## src/rtl/result_collector_pkg.sv

```systemverilog
// Shared types and widths for the result collector slice.
package result_collector_pkg;

    localparam int unsigned RESULT_W   = 32;
    localparam int unsigned DROP_CNT_W = 16;

    typedef logic [RESULT_W-1:0] result_t;

endpackage

```

## src/rtl/sync_fifo_fwft.sv

```systemverilog
// First-word-fall-through FIFO: storage, extended-bit pointers, full/empty and level.
module sync_fifo_fwft
    import result_collector_pkg::*;
#(
    parameter int unsigned DEPTH  = 8,
    parameter int unsigned DATA_W = RESULT_W
) (
    input  logic                    clk,
    input  logic                    rst,
    input  logic                    clr_i,
    input  logic                    push_i,
    input  logic                    pop_i,
    input  logic [DATA_W-1:0]       data_i,
    output logic [DATA_W-1:0]       data_o,
    output logic                    empty_o,
    output logic                    full_o,
    output logic [$clog2(DEPTH):0]  level_o
);

    localparam int unsigned AW      = $clog2(DEPTH);
    localparam logic [AW:0] PTR_ONE = {{AW{1'b0}}, 1'b1};

    logic [DATA_W-1:0] mem_q [DEPTH];
    logic [AW:0]       wr_q;
    logic [AW:0]       wr_d;
    logic [AW:0]       rd_q;
    logic [AW:0]       rd_d;

    always_comb begin
        wr_d = wr_q;
        rd_d = rd_q;
        if (clr_i) begin
            wr_d = '0;
            rd_d = '0;
        end else begin
            if (push_i) begin
                wr_d = wr_q + PTR_ONE;
            end
            if (pop_i) begin
                rd_d = rd_q + PTR_ONE;
            end
        end
    end

    always_ff @(posedge clk or posedge rst) begin
        if (rst) begin
            wr_q <= '0;
            rd_q <= '0;
        end else begin
            wr_q <= wr_d;
            rd_q <= rd_d;
        end
    end

    // Storage is not reset; the head is masked to zero while empty instead.
    always_ff @(posedge clk) begin
        if (push_i && !clr_i) begin
            mem_q[wr_q[AW-1:0]] <= data_i;
        end
    end

    assign empty_o = (wr_q == rd_q);
    assign full_o  = (wr_q[AW] != rd_q[AW]) && (wr_q[AW-1:0] == rd_q[AW-1:0]);
    assign level_o = wr_q - rd_q;
    assign data_o  = empty_o ? '0 : mem_q[rd_q[AW-1:0]];

endmodule

```

## src/rtl/result_collector.sv

```systemverilog
// Buffers unstallable datapath results for a valid/ready consumer, flags drops.
// Optional drop counter enabled by defining RESULT_COLLECTOR_DROP_CNT_EN.
module result_collector
    import result_collector_pkg::*;
#(
    parameter int unsigned DEPTH  = 8,
    parameter int unsigned DATA_W = RESULT_W
) (
    input  logic                    clk,
    input  logic                    rst,
    input  logic [DATA_W-1:0]       data_i,
    input  logic                    valid_i,
    input  logic                    clr_i,
    output logic [DATA_W-1:0]       data_o,
    output logic                    valid_o,
    input  logic                    ready_i,
    output logic [$clog2(DEPTH):0]  level_o,
    output logic                    ovf_o
`ifdef RESULT_COLLECTOR_DROP_CNT_EN
    ,
    output logic [DROP_CNT_W-1:0]   drop_cnt_o
`endif
);

    logic empty;
    logic full;
    logic push;
    logic pop;
    logic drop;

    // Clear wins over both handshakes; a full FIFO still accepts when popping.
    assign pop  = valid_o && ready_i && !clr_i;
    assign push = valid_i && (!full || pop) && !clr_i;
    assign drop = valid_i && full && !pop && !clr_i;

    assign valid_o = !empty;

    sync_fifo_fwft #(
        .DEPTH  (DEPTH),
        .DATA_W (DATA_W)
    ) u_fifo (
        .clk     (clk),
        .rst     (rst),
        .clr_i   (clr_i),
        .push_i  (push),
        .pop_i   (pop),
        .data_i  (data_i),
        .data_o  (data_o),
        .empty_o (empty),
        .full_o  (full),
        .level_o (level_o)
    );

`ifdef RESULT_COLLECTOR_DROP_CNT_EN
    logic [DROP_CNT_W-1:0] drop_cnt_q;
    logic [DROP_CNT_W-1:0] drop_cnt_d;

    always_comb begin
        drop_cnt_d = drop_cnt_q;
        if (clr_i) begin
            drop_cnt_d = '0;
        end else if (drop && (drop_cnt_q != '1)) begin
            drop_cnt_d = drop_cnt_q + {{(DROP_CNT_W-1){1'b0}}, 1'b1};
        end
    end

    always_ff @(posedge clk or posedge rst) begin
        if (rst) begin
            drop_cnt_q <= '0;
        end else begin
            drop_cnt_q <= drop_cnt_d;
        end
    end

    assign drop_cnt_o = drop_cnt_q;
    assign ovf_o      = (drop_cnt_q != '0);
`else
    logic ovf_q;
    logic ovf_d;

    always_comb begin
        ovf_d = ovf_q;
        if (clr_i) begin
            ovf_d = 1'b0;
        end else if (drop) begin
            ovf_d = 1'b1;
        end
    end

    always_ff @(posedge clk or posedge rst) begin
        if (rst) begin
            ovf_q <= 1'b0;
        end else begin
            ovf_q <= ovf_d;
        end
    end

    assign ovf_o = ovf_q;
`endif

endmodule

```

## config.mk

```make
export PLATFORM = sky130hd
export DESIGN_NAME = result_collector
export DESIGN_NICKNAME = d
export VERILOG_FILES = /design/src/rtl/result_collector_pkg.sv /design/src/rtl/sync_fifo_fwft.sv /design/src/rtl/result_collector.sv
export SDC_FILE = /design/constraint.sdc
export NUM_CORES = 1
export LEC_CHECK = 0
export BUFFER_PORTS_ARGS = -buffer_cell sky130_fd_sc_hd__buf_4
export CORE_MARGIN = 2
export CORE_UTILIZATION = 40
export DETAILED_ROUTE_END_ITERATION = 16
export GPL_TIMING_DRIVEN = 0
export SETUP_SLACK_MARGIN = 0.2
export SLEW_MARGIN = 15
export SYNTH_ARGS = -nofsm -noshare
export SYNTH_HDL_FRONTEND = slang
export SYNTH_HIERARCHICAL = 1
export SYNTH_SLANG_ARGS = --single-unit
```

## constraint.sdc

```tcl
create_clock -name clk -period 6.07 [get_ports clk]
set_input_delay 0.9105 -clock clk [delete_from_list [all_inputs] [get_ports clk]]
set_output_delay 0.9105 -clock clk [all_outputs]
set_load 0.01 [all_outputs]
```

==> metrics.yaml <==
yosys:
  synth_top_area_cell: "edfxtp_1"
  ys.warnings.count: 6
  synth_common_cells: "edfxtp_1 (256), mux4_2 (51), a22o_1 (32)"
  seq_area_frac_synth_pct: 77.1
  yosys-top-cells-area: "edfxtp_1 (75%), mux4_2 (11%), mux4_1 (3.3%)"
  ys_seq_elements: 265
  syn_area_per_cell_sq_um: 22.8
  synth_cells: 450
  synth_ff_type: "edfxtp_1"
  synth.most_common_cell: "edfxtp_1"
  synth_top_area_share_pct: 74.9
  synthDistinctLibCells: 32
  syn-num-nets: 493
  synthesis.area_sq_mm: 0.0103
  synth-edff-count: 256
  synthArstFlopShare_pct: 3.40
sta:
  clock-skew-final_ns: 0.0128
  slew_headroom_pct: 44.0
  fmax_ghz: 0.237
  whs_ns: 0.238
  finalSetupViolCount: 0
  slew_violations: 0
  finalHoldViolCount: 0
  fin_crit_sh_pct: 69.5
  rsz0062_at_grt: "no"
  period_needed_ns: 4.22
  tightest_slew_ns: 0.840
power_and_ir_drop:
  total_power_mw: 3.74
  powerDensity_mw_per_mm2: 304
  leakage_nw: 4.10
  peakVddDrop_v: 0.000192
place:
  gp_congestion: 0.753
  dp_cells: 870
  dpl.hpwl_microns: 13400
  place_area_sq_mm: 0.0116
  numPortBuffers: 74
route:
  ant_nets: 0
  drt_wl_total_microns: 20800
  dr.pass1.iters: 4
  wl_per_cell_microns: 22.8
  drc: 0
  drt_iter0_drc: 280
  viasPerCell: 5.30
  vias: 4838
setup_path:
  cp-start-kind: "register"
  worstPathArrival_ns: 3.31
  r2r_setup_slack_ns: 1.90
  endpoint: "data_o[30]"
  slowest_stage: "dfrtp_1"
  crit_family: "buffers and inverters"
  cp-startpoint: "u_fifo/rd_q[1]$_DFFE_PP0P_"
  regToRegStartpoint: "u_fifo/rd_q[1]$_DFFE_PP0P_"
  cp.required_ns: 5.16
  slowest_delay_ns: 0.52
  critical_path.cell_chain: "buf_2 > buf_2 > inv_2 > ha_1 > and4_4 > nor2_2 > buf_2 > a22o_1 > buf_4"
  crit_fanout: 10
  cpMostUsedCell: "buf_2"
  cp-end-kind: "output port"
  rr_worst_depth: 13
  timing.rr.end: "u_fifo/mem_q[2][10]$_DFFE_PP_"
  crit_type: "reg -> out"
  path_buf_inv: 5
  cp.depth: 9
clock_tree:
  cts_tree: "built"
  clock_latency_ns: 0.52
  cts_resized: 0
  post_cts_buffers: 0
  numCtsBuffers: 25
  clock-root-buffer: "clkbuf_16"
  clk_pin_slew_ns: 0.06
  postCtsHoldBufs: 0
  cts.sinks: 265
  clk_path_buf_depth: 3
  cts_max_level: 1
grt:
  track_usage_pct: 16.0
  grt_max_degree: 19
  globalRouteOverflowTotal: 0
  grt_pass1_vias: 5079
  grt_pass1_wl_microns: 31400
  antenna_found_initial: 0
final_layout:
  drive_above_1_share_pct: 34.7
  design_area_sq_mm: 0.0123
  fin_cells: 912
  syn_to_final_growth_pct: 20.0
  nNetsFinal: 610
  diodes: 0
outcome:
  status: "finished, final reports clean"
run:
  cap_violations: 0
floorplanning:
  ios: 75
  start_util_pct: 40.7
  placeableCoreArea_sq_mm: 0.0252
  fp.dieW_microns: 164
  die_area_sq_mm: 0.0269
  num_rows: 58
  die_y_microns: 164
worst_hold_path:
  hold_path.class: "in -> async"
==> cells by family after synthesis <==
family,count (synthesis),synth area share (%)
muxes,66,14.7
buffers and inverters,34,1.94
DFF,265,77.1
adders and majority gates,6,0.805
AOI/OAI and AO/OA,36,2.96
and+or+nand+nor,34,1.67
xor gates and xnor gates,9,0.768
==> worst register-to-register path, cell delays in order, from the launching register on <==
cell and delay (ns):
dfrtp_1 0.52, buf_2 0.32, buf_2 0.36, inv_2 0.06, ha_1 0.31, and4_4 0.22
nand2b_4 0.15, a21oi_1 0.16, clkbuf_1 0.29, nand3b_1 0.35, nor3_2 0.59, buf_6 0.23
buf_6 0.15, buf_4 0.19
==> layer usage <==
metal	wire (microns)	share of wire (%)	track usage, %	up-vias
met3	989	4.8	2.78	21
met4	276	1.3	3.71	0
met2	10600	51	27.5	108
li1	-	-	-	2127
met1	8890	43	21.3	2582
met5	0	0	0	-
==> state kept, by name, indices dropped and copies added, names as in the netlist <==
name	flops
u_fifo/rd_q	4
u_fifo/mem_q	256
ovf_o	1
u_fifo/wr_q	4
==> cell type report <==
cell class                      instances  area [sq um]
Buffer                                 24           161
Clock buffer                           31           648
Clock inverter                         11           100
Fill cell                            2010         12900
Inverter                               10          37.5
Multi-Input combinational cell        151          2200
Sequential cell                       265          7910
Tap cell                              330           413
Timing Repair Buffer                   90           838
==> where the power goes <==
| part | switching (mW) | internal (mW) |
|---|---|---|
| Combinational | 0.137 | 0.134 |
| Clock | 0.611 | 0.835 |
| Sequential | 0.00408 | 2.02 |
| Total | 0.752 | 2.99 |
==> worst min-delay path by stage <==
stage               cells past startpoint                          to                  startpoint  slack [ns]
floorplan                               2  u_fifo/wr_q[3]$_DFFE_PP0P_  u_fifo/wr_q[3]$_DFFE_PP0P_        0.52
global placement                        2           ovf_o$_DFFE_PP0P_           ovf_o$_DFFE_PP0P_        0.48
detailed placement                      2           ovf_o$_DFFE_PP0P_           ovf_o$_DFFE_PP0P_        0.51
CTS                                     2           ovf_o$_DFFE_PP0P_                         rst        0.20
global route                            2           ovf_o$_DFFE_PP0P_                         rst        0.21
finish                                  2           ovf_o$_DFFE_PP0P_                         rst        0.24
==> metrics by stage <==
stage                     utilization, %  TNS (ns)  setup slack (ns)
final                               48.9         0              1.85
after global routing                48.9         0              1.61
after global placement              44.6   -106.79             -1.68
after CTS                           48.9         0              1.79
after floorplan                        -         0              1.38
after detailed placement            45.9         0              1.86
==> cell usage in the layout, fill, tap and decap left out, types with 3 or more instances in the layout <==
cell type / netlist / final
nor2_1: 17 / 11
inv_1: 8 / 8
a22o_1: 32 / 32
buf_16: 0 / 7
ha_1: 5 / 5
buf_6: 1 / 7
clkbuf_16: 0 / 25
buf_2: 13 / 13
clkbuf_1: 5 / 11
xor2_1: 3 / 3
xnor2_1: 6 / 6
dfrtp_1: 9 / 9
clkinv_1: 0 / 7
nor2_4: 0 / 6
buf_4: 0 / 77
nand2_1: 4 / 4
edfxtp_1: 256 / 256
mux4_1: 13 / 13
mux4_2: 51 / 51
Note: power is estimated with default switching activity, not from simulation.
